### config.mk
export PLATFORM = sky130hd
export DESIGN_NAME = ycbcr2rgb_pipe
export DESIGN_NICKNAME = d
export VERILOG_FILES = /design/src/rtl/ycbcr_pkg.sv /design/src/rtl/ycc_clamp.sv /design/src/rtl/ycbcr2rgb_pipe.sv
export SDC_FILE = /design/constraint.sdc
export NUM_CORES = 1
export LEC_CHECK = 0
export BUFFER_PORTS_ARGS = -buffer_cell sky130_fd_sc_hd__buf_2
export CORE_MARGIN = 5
export CORE_UTILIZATION = 58
export DETAILED_ROUTE_END_ITERATION = 10
export PLACE_DENSITY = 0.79
export SYNTH_ARGS = -nofsm -noshare
export SYNTH_HDL_FRONTEND = slang
export SYNTH_SLANG_ARGS = --single-unit
### constraint.sdc
create_clock -name i_sys_clk -period 11 [get_ports i_sys_clk]
set_input_delay 0.55 -clock i_sys_clk [delete_from_list [all_inputs] [get_ports i_sys_clk]]
set_output_delay 0.55 -clock i_sys_clk [all_outputs]
set_load 0.05 [all_outputs]
### src/rtl/ycbcr_pkg.sv
// Shared constants for the YCbCr to RGB pipeline: mode encodings, coefficient table,
// stage count and range offsets.
package ycbcr_pkg;

  // Register stages from input sample to RGB output.
  localparam int unsigned NUM_STAGES = 4;

  // Coefficient table entries are Q2.10 magnitudes.
  localparam int unsigned COEF_FRAC_W = 10;
  localparam int unsigned COEF_W      = 12;

  // Limited-range luma gain, 255/219 in Q.10.
  localparam int unsigned Y_LIM_GAIN = 1192;

  // Offsets at 8-bit scale; shifted up for wider components.
  localparam int unsigned CHROMA_MID = 128;
  localparam int unsigned LUMA_BLACK = 16;

  // Bit 0 selects the standard, bit 1 selects the range.
  typedef enum logic [1:0] {
    Mode601Full = 2'b00,
    Mode709Full = 2'b01,
    Mode601Lim  = 2'b10,
    Mode709Lim  = 2'b11
  } mode_e;

  // R = Y + r_cr*Cr, G = Y - g_cb*Cb - g_cr*Cr, B = Y + b_cb*Cb
  typedef struct packed {
    logic [COEF_W-1:0] r_cr;
    logic [COEF_W-1:0] g_cb;
    logic [COEF_W-1:0] g_cr;
    logic [COEF_W-1:0] b_cb;
  } coef_t;

  function automatic coef_t coef_lookup(input mode_e mode);
    coef_t c;
    case (mode)
      Mode709Full: c = '{r_cr: 12'd1613, g_cb: 12'd192, g_cr: 12'd479, b_cb: 12'd1900};
      Mode601Lim:  c = '{r_cr: 12'd1634, g_cb: 12'd401, g_cr: 12'd833, b_cb: 12'd2066};
      Mode709Lim:  c = '{r_cr: 12'd1836, g_cb: 12'd218, g_cr: 12'd546, b_cb: 12'd2163};
      default:     c = '{r_cr: 12'd1436, g_cb: 12'd352, g_cr: 12'd731, b_cb: 12'd1815};
    endcase
    return c;
  endfunction

endpackage

### src/rtl/ycc_clamp.sv
// One output channel: round half up, drop the fraction bits, saturate to [0, 2^DATA_W-1].
module ycc_clamp #(
  parameter int unsigned DATA_W = 8,
  parameter int unsigned FRAC_W = 10,
  parameter int unsigned SUM_W  = 32
) (
  input  logic signed [SUM_W-1:0]  sum_i,
  output logic        [DATA_W-1:0] pix_o
);

  // One extra bit so adding the rounding constant can never wrap.
  localparam int unsigned RW = SUM_W + 1;
  localparam logic signed [RW-1:0] HALF    = RW'(1) <<< (FRAC_W - 1);
  localparam logic signed [RW-1:0] MAX_PIX = RW'((1 << DATA_W) - 1);

  logic signed [RW-1:0] rnd;

  assign rnd = (RW'(sum_i) + HALF) >>> FRAC_W;

  // Saturate the rounded integer into the output range.
  always_comb begin
    pix_o = rnd[DATA_W-1:0];
    if (rnd[RW-1]) begin
      pix_o = '0;
    end else if (rnd > MAX_PIX) begin
      pix_o = '1;
    end
  end

endmodule

### src/rtl/ycbcr2rgb_pipe.sv
// Four-stage YCbCr to RGB converter: offset, multiply, sum, round/clamp.
// Selectable BT.601/BT.709 and full/limited range; mode changes only on frame start.
module ycbcr2rgb_pipe
  import ycbcr_pkg::*;
#(
  parameter int unsigned DATA_W = 8,
  parameter int unsigned FRAC_W = 10
) (
  input  logic              i_sys_clk,
  input  logic              i_rst,
  input  logic [1:0]        i_mode,
  input  logic              i_vs,
  input  logic              i_hs,
  input  logic              i_convert_en,
  input  logic [DATA_W-1:0] i_y_data,
  input  logic [DATA_W-1:0] i_cb_data,
  input  logic [DATA_W-1:0] i_cr_data,
  output logic              o_vs,
  output logic              o_hs,
  output logic              o_convert_en,
  output logic [DATA_W-1:0] o_red,
  output logic [DATA_W-1:0] o_green,
  output logic [DATA_W-1:0] o_blue,
  output logic [1:0]        o_mode_active
);

  localparam int unsigned YW     = DATA_W + 2;  // offset components, signed
  localparam int unsigned CW     = FRAC_W + 3;  // scaled coefficients, signed
  localparam int unsigned PW     = YW + CW;     // products
  localparam int unsigned SW     = PW + 2;      // three-term sums
  localparam int unsigned CSHIFT = FRAC_W - COEF_FRAC_W;

  localparam logic signed [YW-1:0] C_OFS  = YW'(CHROMA_MID << (DATA_W - 8));
  localparam logic signed [YW-1:0] K_OFS  = YW'(LUMA_BLACK << (DATA_W - 8));
  localparam logic signed [CW-1:0] Y_GAIN = CW'(Y_LIM_GAIN);

  // Control state
  logic                  vs_prev_q;
  logic [1:0]            mode_active_q;
  logic [1:0]            mode_sel;
  logic [NUM_STAGES-1:0] vs_dly_q, hs_dly_q, en_dly_q;

  // Datapath state
  logic [1:0]            s1_mode_q;
  logic signed [YW-1:0]  s1_y_q, s1_cb_q, s1_cr_q;
  logic signed [PW-1:0]  s2_y_q, s2_rcr_q, s2_gcb_q, s2_gcr_q, s2_bcb_q;
  logic signed [SW-1:0]  s3_r_q, s3_g_q, s3_b_q;

  logic signed [YW-1:0]  y_in, cb_in, cr_in;
  coef_t                 cf;
  logic signed [CW-1:0]  k_rcr, k_gcb, k_gcr, k_bcb;
  logic [DATA_W-1:0]     red_c, green_c, blue_c;

  // A frame-start pixel already uses the mode latched on that same edge.
  assign mode_sel = (i_vs && !vs_prev_q) ? i_mode : mode_active_q;

  assign y_in  = signed'({2'b00, i_y_data});
  assign cb_in = signed'({2'b00, i_cb_data});
  assign cr_in = signed'({2'b00, i_cr_data});

  // Coefficients follow the mode carried by the pixel, not the live mode register.
  assign cf    = coef_lookup(mode_e'(s1_mode_q));
  assign k_rcr = CW'(cf.r_cr) << CSHIFT;
  assign k_gcb = CW'(cf.g_cb) << CSHIFT;
  assign k_gcr = CW'(cf.g_cr) << CSHIFT;
  assign k_bcb = CW'(cf.b_cb) << CSHIFT;

  // Mode latch, sync/valid delay lines and held RGB outputs.
  always_ff @(posedge i_sys_clk) begin
    if (i_rst) begin
      vs_prev_q     <= 1'b0;
      mode_active_q <= 2'b00;
      vs_dly_q      <= '0;
      hs_dly_q      <= '0;
      en_dly_q      <= '0;
      o_red         <= '0;
      o_green       <= '0;
      o_blue        <= '0;
    end else begin
      vs_prev_q     <= i_vs;
      mode_active_q <= mode_sel;
      vs_dly_q      <= {vs_dly_q[NUM_STAGES-2:0], i_vs};
      hs_dly_q      <= {hs_dly_q[NUM_STAGES-2:0], i_hs};
      en_dly_q      <= {en_dly_q[NUM_STAGES-2:0], i_convert_en};
      if (en_dly_q[NUM_STAGES-2]) begin
        o_red   <= red_c;
        o_green <= green_c;
        o_blue  <= blue_c;
      end
    end
  end

  // Offset, multiply and sum stages; validity is tracked by en_dly_q.
  always_ff @(posedge i_sys_clk) begin
    s1_mode_q <= mode_sel;
    s1_y_q    <= mode_sel[1] ? (y_in - K_OFS) : y_in;
    s1_cb_q   <= cb_in - C_OFS;
    s1_cr_q   <= cr_in - C_OFS;

    s2_y_q    <= s1_mode_q[1] ? ((PW'(s1_y_q) * PW'(Y_GAIN)) <<< CSHIFT)
                              : (PW'(s1_y_q) <<< FRAC_W);
    s2_rcr_q  <= PW'(k_rcr) * PW'(s1_cr_q);
    s2_gcb_q  <= PW'(k_gcb) * PW'(s1_cb_q);
    s2_gcr_q  <= PW'(k_gcr) * PW'(s1_cr_q);
    s2_bcb_q  <= PW'(k_bcb) * PW'(s1_cb_q);

    s3_r_q    <= SW'(s2_y_q) + SW'(s2_rcr_q);
    s3_g_q    <= SW'(s2_y_q) - SW'(s2_gcb_q) - SW'(s2_gcr_q);
    s3_b_q    <= SW'(s2_y_q) + SW'(s2_bcb_q);
  end

  ycc_clamp #(.DATA_W(DATA_W), .FRAC_W(FRAC_W), .SUM_W(SW)) u_clamp_r (
    .sum_i (s3_r_q),
    .pix_o (red_c)
  );

  ycc_clamp #(.DATA_W(DATA_W), .FRAC_W(FRAC_W), .SUM_W(SW)) u_clamp_g (
    .sum_i (s3_g_q),
    .pix_o (green_c)
  );

  ycc_clamp #(.DATA_W(DATA_W), .FRAC_W(FRAC_W), .SUM_W(SW)) u_clamp_b (
    .sum_i (s3_b_q),
    .pix_o (blue_c)
  );

  assign o_vs          = vs_dly_q[NUM_STAGES-1];
  assign o_hs          = hs_dly_q[NUM_STAGES-1];
  assign o_convert_en  = en_dly_q[NUM_STAGES-1];
  assign o_mode_active = mode_active_q;

endmodule

==> results by group, run 1 <==
CTS
  • Hold Buf Count CTS: 0
  • CTS tree: built
  • Setup bufs post-CTS: 0
  • Skew-Pair Late Insertion Delay: 570 ps
  • CTS resizes: 0
  • Cts bufs inserted: 25
  • H-tree depth: 1
  • Clock root cell: clkbuf_16
  • Clock slew at reported path FFs: roughly 70 ps
  • Clock Path Buffers: 3
  • Sink Count: 210

Timing
  • Worst rel slew slack: 0.364
  • Actual slew at the worst max-slew pin: about 950 ps
  • Fin Setup TNS: 0 ps
  • Unrepaired setup endpoints after global routing: false
  • Clk_skew: 29.2 ps
  • Setup violations, final: 0
  • Min Tclk post-route: 7170 ps
  • Final Max Slew Viols: 0
  • F_max: 139 MHz
  • Fin. Hold Viols: 0
  • Fin crit share: 0.652

Floorplanning
  • IO Pins: 60
  • Core area: 36300 um^2
  • Die Wd: about 200 um
  • Die Ht: 201 um
  • Cell row count: 70
  • Die area: 40500 um^2
  • Starting Density: 0.584

Synth
  • #FFs+latches synth: 210
  • Main flop type after synthesis: dfxtp_1
  • Dominant cell type by area after synthesis: fa_1
  • Yosys Warn Count: 0
  • Post-synthesis async set-or-reset flop share: 0
  • Post-synth EDFFs: 0
  • Mapped cell area: 21200 um^2
  • Synth area leaders: fa_1 23%, ha_1 21%, dfxtp_1 20%, inv_1 6.8%, xnor2_1 3.7%
  • Syn Area/Cell: around 9.5 um^2
  • Syn Inst Count: roughly 2200
  • Commonest cells post-synth: 387 x inv_1, 363 x ha_1, 245 x fa_1, 210 x dfxtp_1, 151 x nand2_1
  • Distinct cell type count after synthesis: 68
  • Area share of the leading cell type in the synthesized netlist: 0.231
  • Most common cell in the netlist: inv_1
  • Seq/Total Area, Yosys: 0.198

Placement
  • HPWL after DPL: 39100 um
  • IO buf count: between 50 and 60
  • RePlAce Congestion: 0.916
  • Placed Area: 22000 um^2

Critical path
  • Crit path DAT: 7660 ps
  • Setup crit end kind: register
  • Peak fanout along the critical path: between 40 and 50
  • CP delay by family, top: adder cells
  • Slowest stage cell, crit path: ha_1
  • Crit path to: s2_bcb_q[21]
  • FF-to-FF Start: s1_mode_q[1]
  • Buf/Inv on CP: 6
  • CP max stage delay: 790 ps
  • Reg-to-reg slack, setup: 3830 ps
  • Worst R2R Path Depth: 25
  • Critical Path RT: 11490 ps
  • Worst path depth: 25
  • CP startpoint: s1_mode_q[1]
  • Crit path launch type: register
  • Crit Reg-Reg Endpoint: s2_bcb_q[21]
  • Crit Path Class: reg -> reg

Routing
  • Wire length on met2: approximately 23000 um
  • Pre-antenna DRT Iters: 6
  • Overall routed net length: 47400 um
  • Initial drt markers: 752
  • Via count: 14964
  • Met1 wire length: 20600 um
  • Wire length per cell: 17.1 um
  • Vias per cell: roughly 5.4
  • DRC: 0
  • Top Layer Used: met4
  • WL met3: 2400 um
  • Routed Antenna Nets: 0

Global route
  • Global route overflow: 0
  • Largest net degree at the start of global routing: 44
  • First-pass GRT wire length: 80500 um
  • Initial antenna violation count: 1
  • Number of global-route vias before repair: 16026
  • All-Layer GR Usage: 0.240

Pwr
  • Flop pwr share: 0.180
  • Power share of the clock group: 0.122
  • Pwr per Cell Area: 312 nW/um^2
  • LEAKAGE: 0.0120 uW
  • Total design power: between 7000 and 8000 uW
  • Switching Share: 0.470
  • Combinational Power Share: 0.699
  • Internal Power: 3790 uW
  • Net Sw Power: 3350 uW
  • Maximum VDD drop: roughly 0.2 mV

Finish
  • Footprint of the multi-input gates: approximately 15000 um^2
  • ANT cells: 0
  • Register area: 4200 um^2
  • Final instance area: 22900 um^2
  • Final core occ: 0.629
  • Area delta synth->final: 7.74%
  • Share of post-route cells with drive strength above 1: 0.0629
  • Final nets: between 2000 and 3000
  • Fill count: 2902

Run status
  • Run status: completed

Min path
  • Min-delay worst type: in -> reg

Job
  • Max_cap viols: 0
power by group through the flow:
stage,clock network [uW],registers (uW),logic (uW)
5_1_grt,916,1310,5670
2_1_floorplan,0,1220,3780
3_5_place_dp,0,1300,4880
6_report,868,1280,4990
4_1_cts,890,1280,4960
3_3_place_gp,0,1290,4720
cells in the final DEF, fill, tap and decap left out, drive strengths merged, types with 8 or more instances in the layout:
cell type	instances
a21oi	100
nor3	36
nand4	8
or3	8
dfxtp	210
xor2	38
inv	392
xnor2	90
nand2b	37
a21o	45
buf	65
clkbuf	29
nand3	36
nor2	101
ha	363
or2	10
and3	25
and2	72
nand2	151
nor2b	78
o21a	14
fa	245
mux2	8
o21ai	42
worst min-delay path by stage:
| stage | startpoint | to | slack [ps] | cells past startpoint |
|---|---|---|---|---|
| 6_report | i_cb_data[1] | s1_cb_q[1] | 70 | 1 |
| 5_1_grt | i_cb_data[0] | s1_cb_q[0] | 70 | 1 |
| 4_1_cts | i_cb_data[1] | s1_cb_q[1] | 50 | 1 |
| 3_5_place_dp | hs_dly_q[2] | hs_dly_q[3] | 430 | 1 |
| 3_3_place_gp | hs_dly_q[2] | hs_dly_q[3] | 420 | 1 |
| 2_1_floorplan | en_dly_q[0] | en_dly_q[1] | 410 | 1 |
state kept, by name, indices dropped and copies added, names as in the netlist, 9 cells and up:
signal / count
s1_y_q: 9
s2_bcb_q: 19
s3_r_q: 15
s2_rcr_q: 18
s2_y_q: 18
s2_gcr_q: 22
s3_b_q: 15
s3_g_q: 16
s2_gcb_q: 22
routing by layer:
| layer | GRT usage | vias to the layer above |
|---|---|---|
| met5 | 0 | - |
| met4 | 0.0771 | 0 |
| met3 | 0.0314 | 94 |
| met2 | 0.412 | 380 |
| met1 | 0.317 | 7165 |
| li1 | - | 7325 |
worst register-to-register path: stages (launching register included):
cell and delay [ps]:
dfxtp_1 300, buf_4 270, inv_1 370, ha_1 790
nor2_1 180, nor2_1 140, buf_4 200, nand2_1 100
fa_1 520, inv_1 50, fa_1 460, ha_1 280
inv_1 50, fa_1 520, inv_1 40, ha_1 280
ha_1 230, fa_1 410, a21o_1 220, a22o_2 230
o41a_1 330, a41o_1 300, o41ai_4 340, o2111ai_1 180
a21oi_1 190, xnor2_1 130
kinds of logic after synthesis:
kind of cell | share of synthesized area
other | 0.000354
XOR/XNOR | 0.0528
AO/OA/AOI/OAI | 0.0867
multiplexers | 0.00613
flip-flops | 0.198
AND/OR/NAND/NOR | 0.134
buffers and inverters | 0.0765
adder cells (fa/ha/maj) | 0.445
per-stage QoR:
step	cells	setup WS (ps)	hold slack (ps)
5_1_grt	2775	3420	66.4
6_report	2775	3830	75.0
4_1_cts	2775	3900	51.3
3_5_place_dp	2730	3960	431
2_1_floorplan	2241	4520	414
3_3_place_gp	2730	4110	418
final cells by class:
| type | count | share of cell area |
|---|---|---|
| clock inverters | 16 | 0.00880 |
| inverters | 388 | 0.0637 |
| repair buffers | 65 | 0.0149 |
| well taps | 468 | 0.0256 |
| multi-input cells | 1599 | 0.674 |
| clock buffers | 29 | 0.0293 |
| flip-flops and latches | 210 | 0.184 |
(Power assumes the default switching activity.)
==> run 2: changes to the inputs <==
--- a/config.mk
+++ b/config.mk
@@ -9,7 +9,7 @@
 export CORE_MARGIN = 5
 export CORE_UTILIZATION = 58
 export DETAILED_ROUTE_END_ITERATION = 10
-export PLACE_DENSITY = 0.79
+export PLACE_DENSITY = 0.82
 export SYNTH_ARGS = -nofsm -noshare
 export SYNTH_HDL_FRONTEND = slang
 export SYNTH_SLANG_ARGS = --single-unit
==> constraint.sdc (replaced) <==
create_clock -name i_sys_clk -period 6.23 [get_ports i_sys_clk]
set_input_delay 0.3115 -clock i_sys_clk [delete_from_list [all_inputs] [get_ports i_sys_clk]]
set_output_delay 0.3115 -clock i_sys_clk [all_outputs]
set_load 0.05 [all_outputs]
==> run 2 against run 1 <==
Register-to-register slack got worse by 3700 ps; sequential share of layout area is 0.28 points lower; highest routed layer unchanged; setup slack worse by 3700 ps; routed wire length rose by 4.1%; sequential cell count unchanged; final cell count up 1.6%; cell area grew 1.5%; combinational power increased by 79%; first-iteration DRC count grew 18%.
==> results by group, run 2 (synthesized netlist as in run 1, its figures left out) <==
Run status
  • Run status: completed

CTS
  • CTS tree: built
  • Clock slew at reported path FFs: 60 ps
  • Cts bufs inserted: 22
  • Sink Count: 210
  • H-tree depth: 1
  • Clock root cell: clkbuf_16
  • Clock Path Buffers: 3
  • Skew-Pair Late Insertion Delay: roughly 520 ps

Critical path
  • FF-to-FF Start: s1_mode_q[1]
  • Crit path DAT: 6520 ps
  • Setup crit end kind: register
  • Reg-to-reg slack, setup: between 150 and 200 ps
  • Worst R2R Path Depth: 22
  • Crit Path Class: reg -> reg
  • Crit path launch type: register
  • Peak fanout along the critical path: 17
  • Critical Path RT: 6680 ps
  • Crit Reg-Reg Endpoint: s2_bcb_q[21]

Floorplanning
  • Starting Density: 0.584
  • Cell row count: 70
  • IO Pins: 60
  • Die area: ~41000 um^2
  • Core area: 36300 um^2
  • Die Ht: 201 um
  • Die Wd: 201 um

Timing
  • F_max: 165 MHz
  • Fin crit share: 0.973
  • Unrepaired setup endpoints after global routing: true
  • Min Tclk post-route: 6060 ps
  • Actual slew at the worst max-slew pin: 721 ps
  • Worst rel slew slack: 0.518
  • Setup violations, final: 0
  • Fin. Hold Viols: 0
  • Final Max Slew Viols: 0
  • Hold_ws: 22.1 ps
  • Clk_skew: between 6 and 7 ps

Routing
  • Via count: 15462
  • Wire length per cell: roughly 17 um
  • Initial drt markers: 885
  • Vias per cell: 5.48
  • Routed Antenna Nets: 0
  • Pre-antenna DRT Iters: 5
  • DRC: 0
  • Overall routed net length: around 49000 um

Pwr
  • LEAKAGE: 0.0121 uW
  • Pwr per Cell Area: 541 nW/um^2
  • Maximum VDD drop: 0.344 mV
  • Total design power: 12600 uW

Finish
  • Share of post-route cells with drive strength above 1: 0.0714
  • Final instance area: 23200 um^2
  • ANT cells: 0
  • Largest regs: s2_gcb_q x22, s2_gcr_q x22, s2_bcb_q x19
  • Most common cell after layout, fill and taps aside: inv_1
  • Area delta synth->final: 9.39%
  • Fin cells: 2820
  • Final core occ: 0.639
  • Footprint of the multi-input gates: 15400 um^2
  • Most frequent cells in the layout: 387 x inv_1, 361 x ha_1, 245 x fa_1
  • Fill count: 2829
  • Final nets: 2976
  • Register area: 4200 um^2

Min path
  • Hold Path Origin: i_y_data[7]
  • Min-delay worst type: in -> reg
  • Hold path cells: 2
  • Hold EP: s1_y_q[8]

Job
  • Max_cap viols: 0

Placement
  • Placed cells: roughly 2800
  • RePlAce Congestion: between 0.9 and 1
  • IO buf count: 59
  • Placed Area: 22200 um^2
  • HPWL after DPL: 41100 um

Global route
  • Global route overflow: 0
  • All-Layer GR Usage: 0.248
  • Initial antenna violation count: 0
  • Number of global-route vias before repair: 16625
  • First-pass GRT wire length: between 80000 and 90000 um
  • Largest net degree at the start of global routing: 39
[run 2: changes by cell type in the layout (fill, tap and decap cells not counted), moves of 2 or more]
cell	before	now
buf_4	6	34
ha_1	363	361
ha_2	0	2
clkbuf_16	25	22
clkbuf_8	3	1
clkbuf_1	1	3
dlygate4sd3_1	0	23
inv_6	2	0
[run 2: timing repair]
item | 4_1_cts | 5_1_grt
hold buffers | 23 | 0
setup buffers | 0 | 0
endpoints found under the setup margin | 0 | 7
resized for setup | 0 | 3
endpoints found under the hold margin | 23 | 0
[run 2: layer usage]
layer / GRT usage / wire length, um / vias to the layer above
li1: - / - / 7420
met1: 0.323 / 21100 / 7393
met2: 0.416 / 22900 / 512
met3: 0.0459 / 3170 / 137
met4: 0.0923 / 2140 / 0
met5: 0 / 0 / -
[run 2: per-stage QoR]
stage               setup WS, ps  setup TNS [ps]
finish                       167               0
global placement             404               0
detailed placement           182               0
CTS                          105               0
floorplan                   48.2               0
global route                -129            -210
[run 2: cell type report]
class | count | area share
Sequential cell | 210 | 0.181
Clock buffer | 26 | 0.0248
Timing Repair Buffer | 116 | 0.0336
Inverter | 388 | 0.0627
Multi-Input combinational cell | 1599 | 0.664
Clock inverter | 13 | 0.00835
Tap cell | 468 | 0.0252
[run 2: worst max-delay path, stage by stage, from the launching register on]
cell       delay, ps
dfxtp_1          310
buf_4            200
ha_1             210
nor2_1           140
nor2_1            80
buf_4            180
and2_1           190
ha_1             290
inv_1             50
fa_1             500
inv_1             50
fa_1             470
fa_1             590
fa_1             430
ha_1             370
and2_1           170
a22o_2           250
o41a_1           340
a41o_1           300
o41ai_4          320
o2111ai_1        200
a21oi_1          220
xnor2_1          140
[run 2: where the power goes]
| group | switching (uW) | leakage (uW) | total [uW] | internal, uW |
|---|---|---|---|---|
| combinational | 5010 | 0.0100 | 8940 | 3930 |
| clock | 559 | 0.000362 | 1390 | 833 |
| sequential | 315 | 0.00176 | 2250 | 1930 |
| total | 5880 | 0.0121 | 12600 | 6690 |
[run 2: how the worst max path moves through the flow]
| stage | startpoint | end | slack (ps) | depth (start not counted) |
|---|---|---|---|---|
| after floorplan | s1_mode_q[1] | s2_bcb_q[21] | 50 | 26 |
| after global placement | s1_mode_q[0] | s2_bcb_q[21] | 400 | 20 |
| after detailed placement | s1_mode_q[0] | s2_bcb_q[21] | 180 | 21 |
| after CTS | s1_mode_q[0] | s2_bcb_q[21] | 100 | 21 |
| after global routing | s1_mode_q[0] | s2_bcb_q[21] | -130 | 21 |
| final | s1_mode_q[1] | s2_bcb_q[21] | 170 | 22 |
